<file path="config.mk">
export PLATFORM = sky130hd
export DESIGN_NAME = rs232_uart_tx
export DESIGN_NICKNAME = d
export VERILOG_FILES = /design/src/rtl/uart_pkg.sv /design/src/rtl/uart_tx_fifo.sv /design/src/rtl/rs232_uart_tx.sv
export SDC_FILE = /design/constraint.sdc
export NUM_CORES = 1
export LEC_CHECK = 0
export ABC_AREA = 1
export CORE_ASPECT_RATIO = 0.7
export CORE_UTILIZATION = 30
export CTS_BUF_LIST = sky130_fd_sc_hd__clkbuf_2
export CTS_CLUSTER_DIAMETER = 80
export DETAILED_ROUTE_END_ITERATION = 6
export GPL_TIMING_DRIVEN = 0
export SLEW_MARGIN = 15
export SYNTH_ARGS = -nofsm -noshare
export SYNTH_HDL_FRONTEND = slang
export SYNTH_SLANG_ARGS = --single-unit
</file>
<file path="constraint.sdc">
create_clock -name fin -period 3.2 [get_ports fin]
set_clock_uncertainty 0.1 [all_clocks]
set_input_delay 0.48 -clock fin [delete_from_list [all_inputs] [get_ports fin]]
set_output_delay 0.48 -clock fin [all_outputs]
set_load 0.03 [all_outputs]
</file>
<file path="src/rtl/uart_pkg.sv">
// Shared types and constants for the RS232 UART transmitter.
// UART_TX_PARITY_EN enables the parity stage in rs232_uart_tx.
package uart_pkg;

    typedef enum logic [2:0] {
        IDLE   = 3'd0,
        START  = 3'd1,
        DATA   = 3'd2,
        PARITY = 3'd3,
        STOP   = 3'd4
    } tx_state_t;

    localparam int   DATA_BITS = 8;
    localparam logic IDLE_LVL  = 1'b1;
    localparam logic START_LVL = 1'b0;

    // Even parity is the XOR of the data bits; odd parity is its complement.
    function automatic logic parity_of(input logic [DATA_BITS-1:0] d, input logic odd);
        return (^d) ^ odd;
    endfunction

endpackage

</file>
<file path="src/rtl/uart_tx_fifo.sv">
// Byte FIFO feeding the UART transmitter; head word is always visible on rd_data.
// Pointers wrap modulo DEPTH; count carries one extra bit to tell full from empty.
module uart_tx_fifo #(
    parameter int DEPTH = 4,
    parameter int WIDTH = 8
) (
    input  logic                       clk,
    input  logic                       rst_n,
    input  logic                       wr_en,
    input  logic [WIDTH-1:0]           wr_data,
    input  logic                       rd_en,
    output logic [WIDTH-1:0]           rd_data,
    output logic                       full,
    output logic                       empty,
    output logic [$clog2(DEPTH):0]     count
);

    localparam int AW = $clog2(DEPTH);
    localparam int CW = AW + 1;

    logic [WIDTH-1:0] mem [DEPTH];
    logic [AW-1:0]    wr_ptr;
    logic [AW-1:0]    rd_ptr;
    logic             do_wr;
    logic             do_rd;

    assign full    = (count == CW'(DEPTH));
    assign empty   = (count == '0);
    assign do_wr   = wr_en && !full;
    assign do_rd   = rd_en && !empty;
    assign rd_data = mem[rd_ptr];

    always_ff @(posedge clk) begin
        if (do_wr) begin
            mem[wr_ptr] <= wr_data;
        end
    end

    always_ff @(posedge clk or negedge rst_n) begin
        if (!rst_n) begin
            wr_ptr <= '0;
            rd_ptr <= '0;
            count  <= '0;
        end else begin
            if (do_wr) begin
                wr_ptr <= wr_ptr + 1'b1;
            end
            if (do_rd) begin
                rd_ptr <= rd_ptr + 1'b1;
            end
            count <= count + CW'(do_wr) - CW'(do_rd);
        end
    end

endmodule

</file>
<file path="src/rtl/rs232_uart_tx.sv">
// RS232 8-bit UART transmitter: FIFO-buffered, LSB first, paced by an external baud clock.
// Define UART_TX_PARITY_EN to insert a parity bit (even, or odd with PARITY_ODD=1).
module rs232_uart_tx
    import uart_pkg::*;
#(
    parameter int FIFO_DEPTH = 4,
    parameter int STOP_BITS  = 1,
    parameter int PARITY_ODD = 0
) (
    input  logic                          fin,
    input  logic                          rst_n,
    input  logic                          baud_in,
    input  logic [7:0]                    in_data,
    input  logic                          in_valid,
    output logic                          in_ready,
    output logic                          txd,
    output logic                          busy,
    output logic [$clog2(FIFO_DEPTH):0]   fifo_count,
    output tx_state_t                     state_dbg
);

    // Handshake: a byte is taken on any fin edge where in_valid && in_ready are both high.

    logic                 baud_s1, baud_s2, baud_d;
    logic                 tick;
    logic                 fifo_full, fifo_empty, pop;
    logic [DATA_BITS-1:0] fifo_head;

    tx_state_t            state, state_n;
    logic                 txd_r, txd_n;
    logic [DATA_BITS-1:0] shift, shift_n;
    logic [2:0]           bit_cnt, bit_cnt_n;
    logic                 stop_cnt, stop_cnt_n;
`ifdef UART_TX_PARITY_EN
    logic                 par_r, par_n;
`endif

    uart_tx_fifo #(
        .DEPTH (FIFO_DEPTH),
        .WIDTH (DATA_BITS)
    ) u_fifo (
        .clk     (fin),
        .rst_n   (rst_n),
        .wr_en   (in_valid),
        .wr_data (in_data),
        .rd_en   (pop),
        .rd_data (fifo_head),
        .full    (fifo_full),
        .empty   (fifo_empty),
        .count   (fifo_count)
    );

    assign in_ready  = !fifo_full;
    assign txd       = txd_r;
    assign busy      = (state != IDLE);
    assign state_dbg = state;

    // baud_in is asynchronous: two flops to resolve metastability, a third to find the rising edge.
    always_ff @(posedge fin or negedge rst_n) begin
        if (!rst_n) begin
            baud_s1 <= 1'b0;
            baud_s2 <= 1'b0;
            baud_d  <= 1'b0;
        end else begin
            baud_s1 <= baud_in;
            baud_s2 <= baud_s1;
            baud_d  <= baud_s2;
        end
    end

    assign tick = baud_s2 && !baud_d;

    always_ff @(posedge fin or negedge rst_n) begin
        if (!rst_n) begin
            state    <= IDLE;
            txd_r    <= IDLE_LVL;
            shift    <= '0;
            bit_cnt  <= '0;
            stop_cnt <= 1'b0;
`ifdef UART_TX_PARITY_EN
            par_r    <= 1'b0;
`endif
        end else begin
            state    <= state_n;
            txd_r    <= txd_n;
            shift    <= shift_n;
            bit_cnt  <= bit_cnt_n;
            stop_cnt <= stop_cnt_n;
`ifdef UART_TX_PARITY_EN
            par_r    <= par_n;
`endif
        end
    end

    always_comb begin
        state_n    = state;
        txd_n      = txd_r;
        shift_n    = shift;
        bit_cnt_n  = bit_cnt;
        stop_cnt_n = stop_cnt;
        pop        = 1'b0;
`ifdef UART_TX_PARITY_EN
        par_n      = par_r;
`endif
        case (state)
            IDLE: begin
                txd_n = IDLE_LVL;
                // fifo_empty is registered, so a byte pushed on this same edge waits one tick.
                if (tick && !fifo_empty) begin
                    pop     = 1'b1;
                    shift_n = fifo_head;
                    txd_n   = START_LVL;
                    state_n = START;
`ifdef UART_TX_PARITY_EN
                    par_n   = parity_of(fifo_head, PARITY_ODD != 0);
`endif
                end
            end
            START: begin
                if (tick) begin
                    txd_n     = shift[0];
                    shift_n   = shift >> 1;
                    bit_cnt_n = '0;
                    state_n   = DATA;
                end
            end
            DATA: begin
                if (tick) begin
                    if (bit_cnt == 3'(DATA_BITS - 1)) begin
`ifdef UART_TX_PARITY_EN
                        txd_n      = par_r;
                        state_n    = PARITY;
`else
                        txd_n      = IDLE_LVL;
                        stop_cnt_n = 1'b0;
                        state_n    = STOP;
`endif
                    end else begin
                        txd_n     = shift[0];
                        shift_n   = shift >> 1;
                        bit_cnt_n = bit_cnt + 3'd1;
                    end
                end
            end
`ifdef UART_TX_PARITY_EN
            PARITY: begin
                if (tick) begin
                    txd_n      = IDLE_LVL;
                    stop_cnt_n = 1'b0;
                    state_n    = STOP;
                end
            end
`endif
            STOP: begin
                if (tick) begin
                    if (stop_cnt == 1'(STOP_BITS - 1)) begin
                        // Back-to-back frames: the next start bit replaces the idle gap.
                        if (!fifo_empty) begin
                            pop     = 1'b1;
                            shift_n = fifo_head;
                            txd_n   = START_LVL;
                            state_n = START;
`ifdef UART_TX_PARITY_EN
                            par_n   = parity_of(fifo_head, PARITY_ODD != 0);
`endif
                        end else begin
                            txd_n   = IDLE_LVL;
                            state_n = IDLE;
                        end
                    end else begin
                        stop_cnt_n = stop_cnt + 1'b1;
                    end
                end
            end
            default: begin
                txd_n   = IDLE_LVL;
                state_n = IDLE;
            end
        endcase
    end

endmodule
</file>
Word level (Yosys, flattened, before mapping)
Memories as Yosys holds them, arrays and structs flattened.
Cells that the tools add are included.
Word-level totals
  memories: 1
  flip-flop bits (word level): 26
  bits of input ports: 12
  RAM bits: 32
  word-level logic and storage cells: 89
Operators by class
  mux-type cells: 40
  reductions and logical operators: 18
  equality and inequality tests: 13
  $add $sub $neg: 6
Memory list
  u_fifo.mem: words 4, bits a word 8, rd ports 1, clocked after memory_dff 0, wr ports 1, line uart_tx_fifo.sv:21  | logic [WIDTH-1:0] mem [DEPTH];
Operators with widths (count)
  $mux W8: 7
  $pmux W8 S4: 1
  $mux W3: 9
  $mux W1: 18
  $ne A2 B2 Y1 const B: 8
  $pmux W3 S4: 1
  $reduce_and A4 Y1: 3
  $eq A3 B3 Y1 const B: 3
  $reduce_and A8 Y1: 1
  $logic_not A3 Y1: 2
  $pmux W3 S2: 1
  $reduce_and A6 Y1: 1
  $add A2 B1 Y2 const B: 2
  $logic_and A1 B1 Y1: 4
  $pmux W1 S2: 2
  $pmux W1 S4: 1
  $reduce_bool A2 Y1: 2
  $reduce_bool A4 Y1: 1
  $add A3 B1 Y3: 1
  $add A3 B1 Y3 const B: 1
  $eq A3 B1 Y1 const B: 1
  $eq A3 B2 Y1 const B: 1
  $logic_not A1 Y1: 3
  $reduce_bool A3 Y1: 1
  2 further kinds: 2

Depth between registers and ports, before layout
  depth in word-level cells: 7
  mapped depth: 10

Cells and area by module
Synthesis repeated with hierarchy kept, for this count alone.
Unflattened totals
  cell total of the unflattened synthesis: 290
  area total of the unflattened synthesis: 2778.9 um^2
Modules (own cells, without submodules)
  uart_tx_fifo: area an instance 1725.4 um^2, cells each 159, instances 1, sequential area each 1136.1 um^2
  rs232_uart_tx: area an instance 1053.5 um^2, cells each 131, instances 1, sequential area each 451.7 um^2

Worst setup path after synthesis
Ideal clock, no wire load.
  path kind: reg2reg
  from: register u_fifo.count[1]
  to: register u_fifo.count[2]
  slack: 944 ps
  arrival: 2033 ps
  cell stages (with the launch flop): 11
  clock period less this slack: 2256 ps
  library setup time: 123 ps
  path through: dfrtp_1 -> nor2_1 -> nand2_1 -> nand2_1 -> nor2_1 -> ha_1 -> inv_1 -> ha_1 -> inv_1 -> fa_1 -> xnor2_1
Between the ends
  word-level cells in the longest chain between the ends: 7
  elaborated cells between the ends (all ways): 14
  those cells by class: add/sub (2); eq/ne (1); mux (5); reduce/logical (6)
RTL lines
  start: declaration: line uart_tx_fifo.sv:15  | output logic [$clog2(DEPTH):0] count
  start signal: assignment: line uart_tx_fifo.sv:51  | count <= count + CW'(do_wr) - CW'(do_rd);
  $logic_not A3 Y1 *: line uart_tx_fifo.sv:28  | assign empty = (count == '0);
  $mux W1 / $logic_not A1 Y1 (equally long branches): line rs232_uart_tx.sv:158, uart_tx_fifo.sv:30, rs232_uart_tx.sv:109
  $mux W1 / $logic_and A1 B1 Y1 (equally long branches): line rs232_uart_tx.sv:156, rs232_uart_tx.sv:109
  $mux W1, on equally long branches: line rs232_uart_tx.sv:155, rs232_uart_tx.sv:109
  $pmux W1 S2: line rs232_uart_tx.sv:105  | case (state)
  $logic_and A1 B1 Y1 *: line uart_tx_fifo.sv:30  | assign do_rd = rd_en && !empty;
  via u_fifo.do_rd: line uart_tx_fifo.sv:25  | logic do_rd;
  $sub A3 B1 Y3 *: line uart_tx_fifo.sv:51
The timed path passes the listed nets; every way through them passes the cells marked *.
A chain may end at the register's enable or synchronous reset.

Worst setup path after layout
  from: register state[1] (netlist: state_dbg[1])
  to: output port busy
Between the ends
  word-level cells in the longest chain between the ends: 1
RTL lines
  start: declaration: line rs232_uart_tx.sv:29  | tx_state_t state, state_n;
  start signal: assignment: line rs232_uart_tx.sv:84  | state <= state_n;
  $reduce_bool A3 Y1: line rs232_uart_tx.sv:55  | assign busy = (state != IDLE);
  end: declaration: line rs232_uart_tx.sv:17  | output logic busy,
No other way between the ends.

==> impl_results.md <==
* GRT Util Overall at 12.8%
* Number of sinks handled by clock tree synthesis at 57
* Slew Limit Fails at 0
* Hold Vio Cnt, Final at 0
* Time the worst path needs with I/O delays and setup at 2.55 ns
* Crit-path max cell delay at 0.58 ns
* Critical Path Fanout Max at 7
* Highest ir drop seen on vdd at 0.487 mV
* Highest clock frequency the design can meet at 0.392 GHz
* CP cell instances: inv_1 > nand2_2 > nor2_2 > inv_1 > clkdlybuf4s50_1
* Crit path top cell by count: sky130_fd_sc_hd__inv_1
* Routability congestion estimate from global placement at 0.786
* Starting Density at 31.4%
* Die area at 9370 sq um
* Area added between synthesis and finish at 16.9%
* Post-cts repair resize count at 0
* WP data arrival at 1.97 ns
* Clock tree from TritonCTS: done
* Post-placement worst setup slack at 0.893 ns
* Post-Synthesis Cells at 292
* Number of iterations in the first detailed-routing pass at 5
* Top cell family by delay on the critical path: buffers and inverters
* Least-Margin Pin Slew at 0.894 ns
* Number of setup buffers added after CTS at 0
* Internal power component at 1.59 mW
* Hold-fix buffers, CTS at 1
* Count of maximum capacitance violations at 0
* Clock Pin Slew Worst Setup and Hold Paths at 0.16 ns
* Row count at 28
* Final setup TNS at 0 ns
* Capture instance of the worst register-to-register path: u_fifo.count[1]
* Number of H-tree levels at 3
* Cell type with the highest aggregate area in the netlist: sky130_fd_sc_hd__edfxtp_1
* Net Sw Frac at 42.0%
* Total nets after synthesis at 313
* Total vias in the final route at 1899
* Yosys warnings at 0
* IO Count at 21
* Launching element type of the critical path: register
* Part of the total power dissipated in combinational logic at 44.5%
* Status: completed
* Unique masters post-synth at 26
* Min-Delay Path Class: reg -> reg
* Setup-violating endpoint count in the final report at 0
* Area of the placeable core at 8580 sq um
* Relative max-transition margin at 40.2%
* Critical Path RT at 2.62 ns
* Worst hold slack after final layout at 0.266 ns
* Die Span X at 115 microns
* Antenna Violating Nets Remaining at 0
* Setup slack of the critical path after layout at 0.651 ns
* Total routed wirelength at 5220 microns
* Number of antenna cells inserted at 0
* Crit-path slowest cell: sky130_fd_sc_hd__clkdlybuf4s50_1
* NetSw at 1.15 mW
* Layout Nets at 345
* Post-Syn Area at 2690 sq um
* R2r worst-path depth at 10
* Number of global-route vias before repair at 1801
* Startpoint-to-endpoint class of the critical path: reg -> out
* Clock network latency to the later pin of the worst-skew pair at 0.49 ns
* Leading cell types in the layout, fill and taps excluded: 96 x sky130_fd_sc_hd__nand2_1, 48 x sky130_fd_sc_hd__inv_1, 32 x sky130_fd_sc_hd__edfxtp_1
* Post-route clock period utilization at 79.7%
* Congestion Overflow GR at 0
* Final HPWL DP at 3630 microns
* Post-layout instance area at 3150 sq um
* Layout filler cell count at 906
* Placed Instances at 432
* Buffer cell driving the clock tree root: sky130_fd_sc_hd__clkbuf_2
* Critical path endpoint category: output pin
* Wire length of the first global-routing pass at 8740 microns
* Register-to-register setup slack at 0.92 ns
* Initial drt markers at 97
* DRC at 0
* Synthesized area per cell at 9.23 sq um
* Buffers added on ports at 20
* Clock tree buffer depth at 2
* Inserted Clock Buffers at 9
* Post-route non-filler standard cell count at 449
* Share of layout cells above drive strength 1 at 10.3%
* Share of total power in the clock network at 15.6%
* Reg power frac at 39.9%
* Static leakage power at 1.51 nW
* Post-synthesis register bit count at 57
* WL/cell at 11.6 microns
* Area share of the leading cell type in the synthesized netlist at 35.7%
* Power per unit of standard cell area at 872 nW/um^2
* Biggest area contributors in the synthesized netlist: sky130_fd_sc_hd__edfxtp_1 36%, sky130_fd_sc_hd__dfrtp_1 22%, sky130_fd_sc_hd__nand2_1 13%, sky130_fd_sc_hd__inv_1 6.7%, sky130_fd_sc_hd__nand3_1 5.4%
* Most common library cell in the layout ignoring fill and taps: sky130_fd_sc_hd__nand2_1
* Initial antenna violation count at 0
* Via-to-Cell Ratio at 4.23
* Launching point of the worst reg2reg path: u_fifo.count[1]
* Pin count of the biggest net entering global routing at 26
* Setup repair after global routing missed its margin: false
* Hold-critical path depth at 0
* Crit. path cell count at 5
* Cell area after placement at 3040 sq um
* Part of the Yosys area used for sequential elements at 58.9%
* Worst Setup EP: busy
* CP bufs+invs at 3
* Die span in y at 81.3 microns
* Start point of the critical path: state_dbg[1]
[how the worst min path moves through the flow]
stage                  from  slack (ns)  endpoint
floorplan             rst_n        0.08    baud_d
global placement    baud_s1        0.23   baud_s2
detailed placement  baud_s1        0.24   baud_s2
CTS                 baud_s1        0.27   baud_s2
global route        baud_in        0.26   baud_s1
finish              baud_s1        0.27   baud_s2
[power by group through the flow]
stage               logic [mW]  clock network (mW)  registers, mW
floorplan                0.817                   0           1.16
global placement          1.21                   0           1.11
detailed placement        1.23                   0           1.11
CTS                       1.24               0.446           1.10
global route              1.38               0.477           1.12
finish                    1.22               0.428           1.10
[cells in the mapped netlist (all sizes together)]
cell	instances
a21oi	5
buf	5
clkinv	1
dfrtp	24
dfstp	1
edfxtp	32
fa	1
ha	8
inv	51
nand2	103
nand3	30
nand4	1
nor2	19
o21ai	4
o22ai	1
o31ai	1
xnor2	2
xor2	3
[per-stage QoR]
| stage | utilization, % | total power [mW] |
|---|---|---|
| global placement | 35.5 | 2.32 |
| detailed placement | 35.4 | 2.34 |
| CTS | 36.7 | 2.78 |
| global route | 36.7 | 2.98 |
| floorplan | - | 1.97 |
| finish | 36.7 | 2.75 |
[kinds of logic after synthesis]
logic type / after synthesis / share of synthesized area, %
buf+inv: 57 / 8.55
fa+ha+maj: 9 / 4.46
compound gates: 11 / 2.32
simple gates: 153 / 24.1
flops: 57 / 58.9
xor+xnor: 5 / 1.63
[sequential cells by signal, indices dropped and copies added, names as in the netlist]
register       cells
bit_cnt            3
u_fifo.mem        32
u_fifo.rd_ptr      2
baud_s1            1
baud_d             1
shift              8
baud_s2            1
state_dbg          3
u_fifo.count       3
u_fifo.wr_ptr      2
txd                1
[worst reg2reg max path, delay by kind of cell, from the launching register on]
| kind | cells | cell delay, ns |
|---|---|---|
| buffers and inverters | 3 | 0.14 |
| and+or+nand+nor | 4 | 0.60 |
| DFF | 1 | 0.46 |
| adders and majority gates | 3 | 0.89 |
[per-layer routing]
layer,share of wire [%],up-vias,GRT usage [%]
met5,0,-,0
met2,42,43,18.2
met4,0.80,0,3.51
met1,51,871,17.9
met3,6.3,7,5.22
li1,-,978,-
[area by class of cell]
cell class	instances	area, sq um	share of cell area (%)
Tap cell	120	150	4.77
Buffer	5	32.5	1.03
Clock buffer	10	50.0	1.59
Multi-Input combinational cell	178	876	27.8
Timing Repair Buffer	21	205	6.52
Inverter	52	198	6.28
Clock inverter	6	50.0	1.59
Sequential cell	57	1590	50.4
No activity file was read; power rests on OpenSTA's default activity.
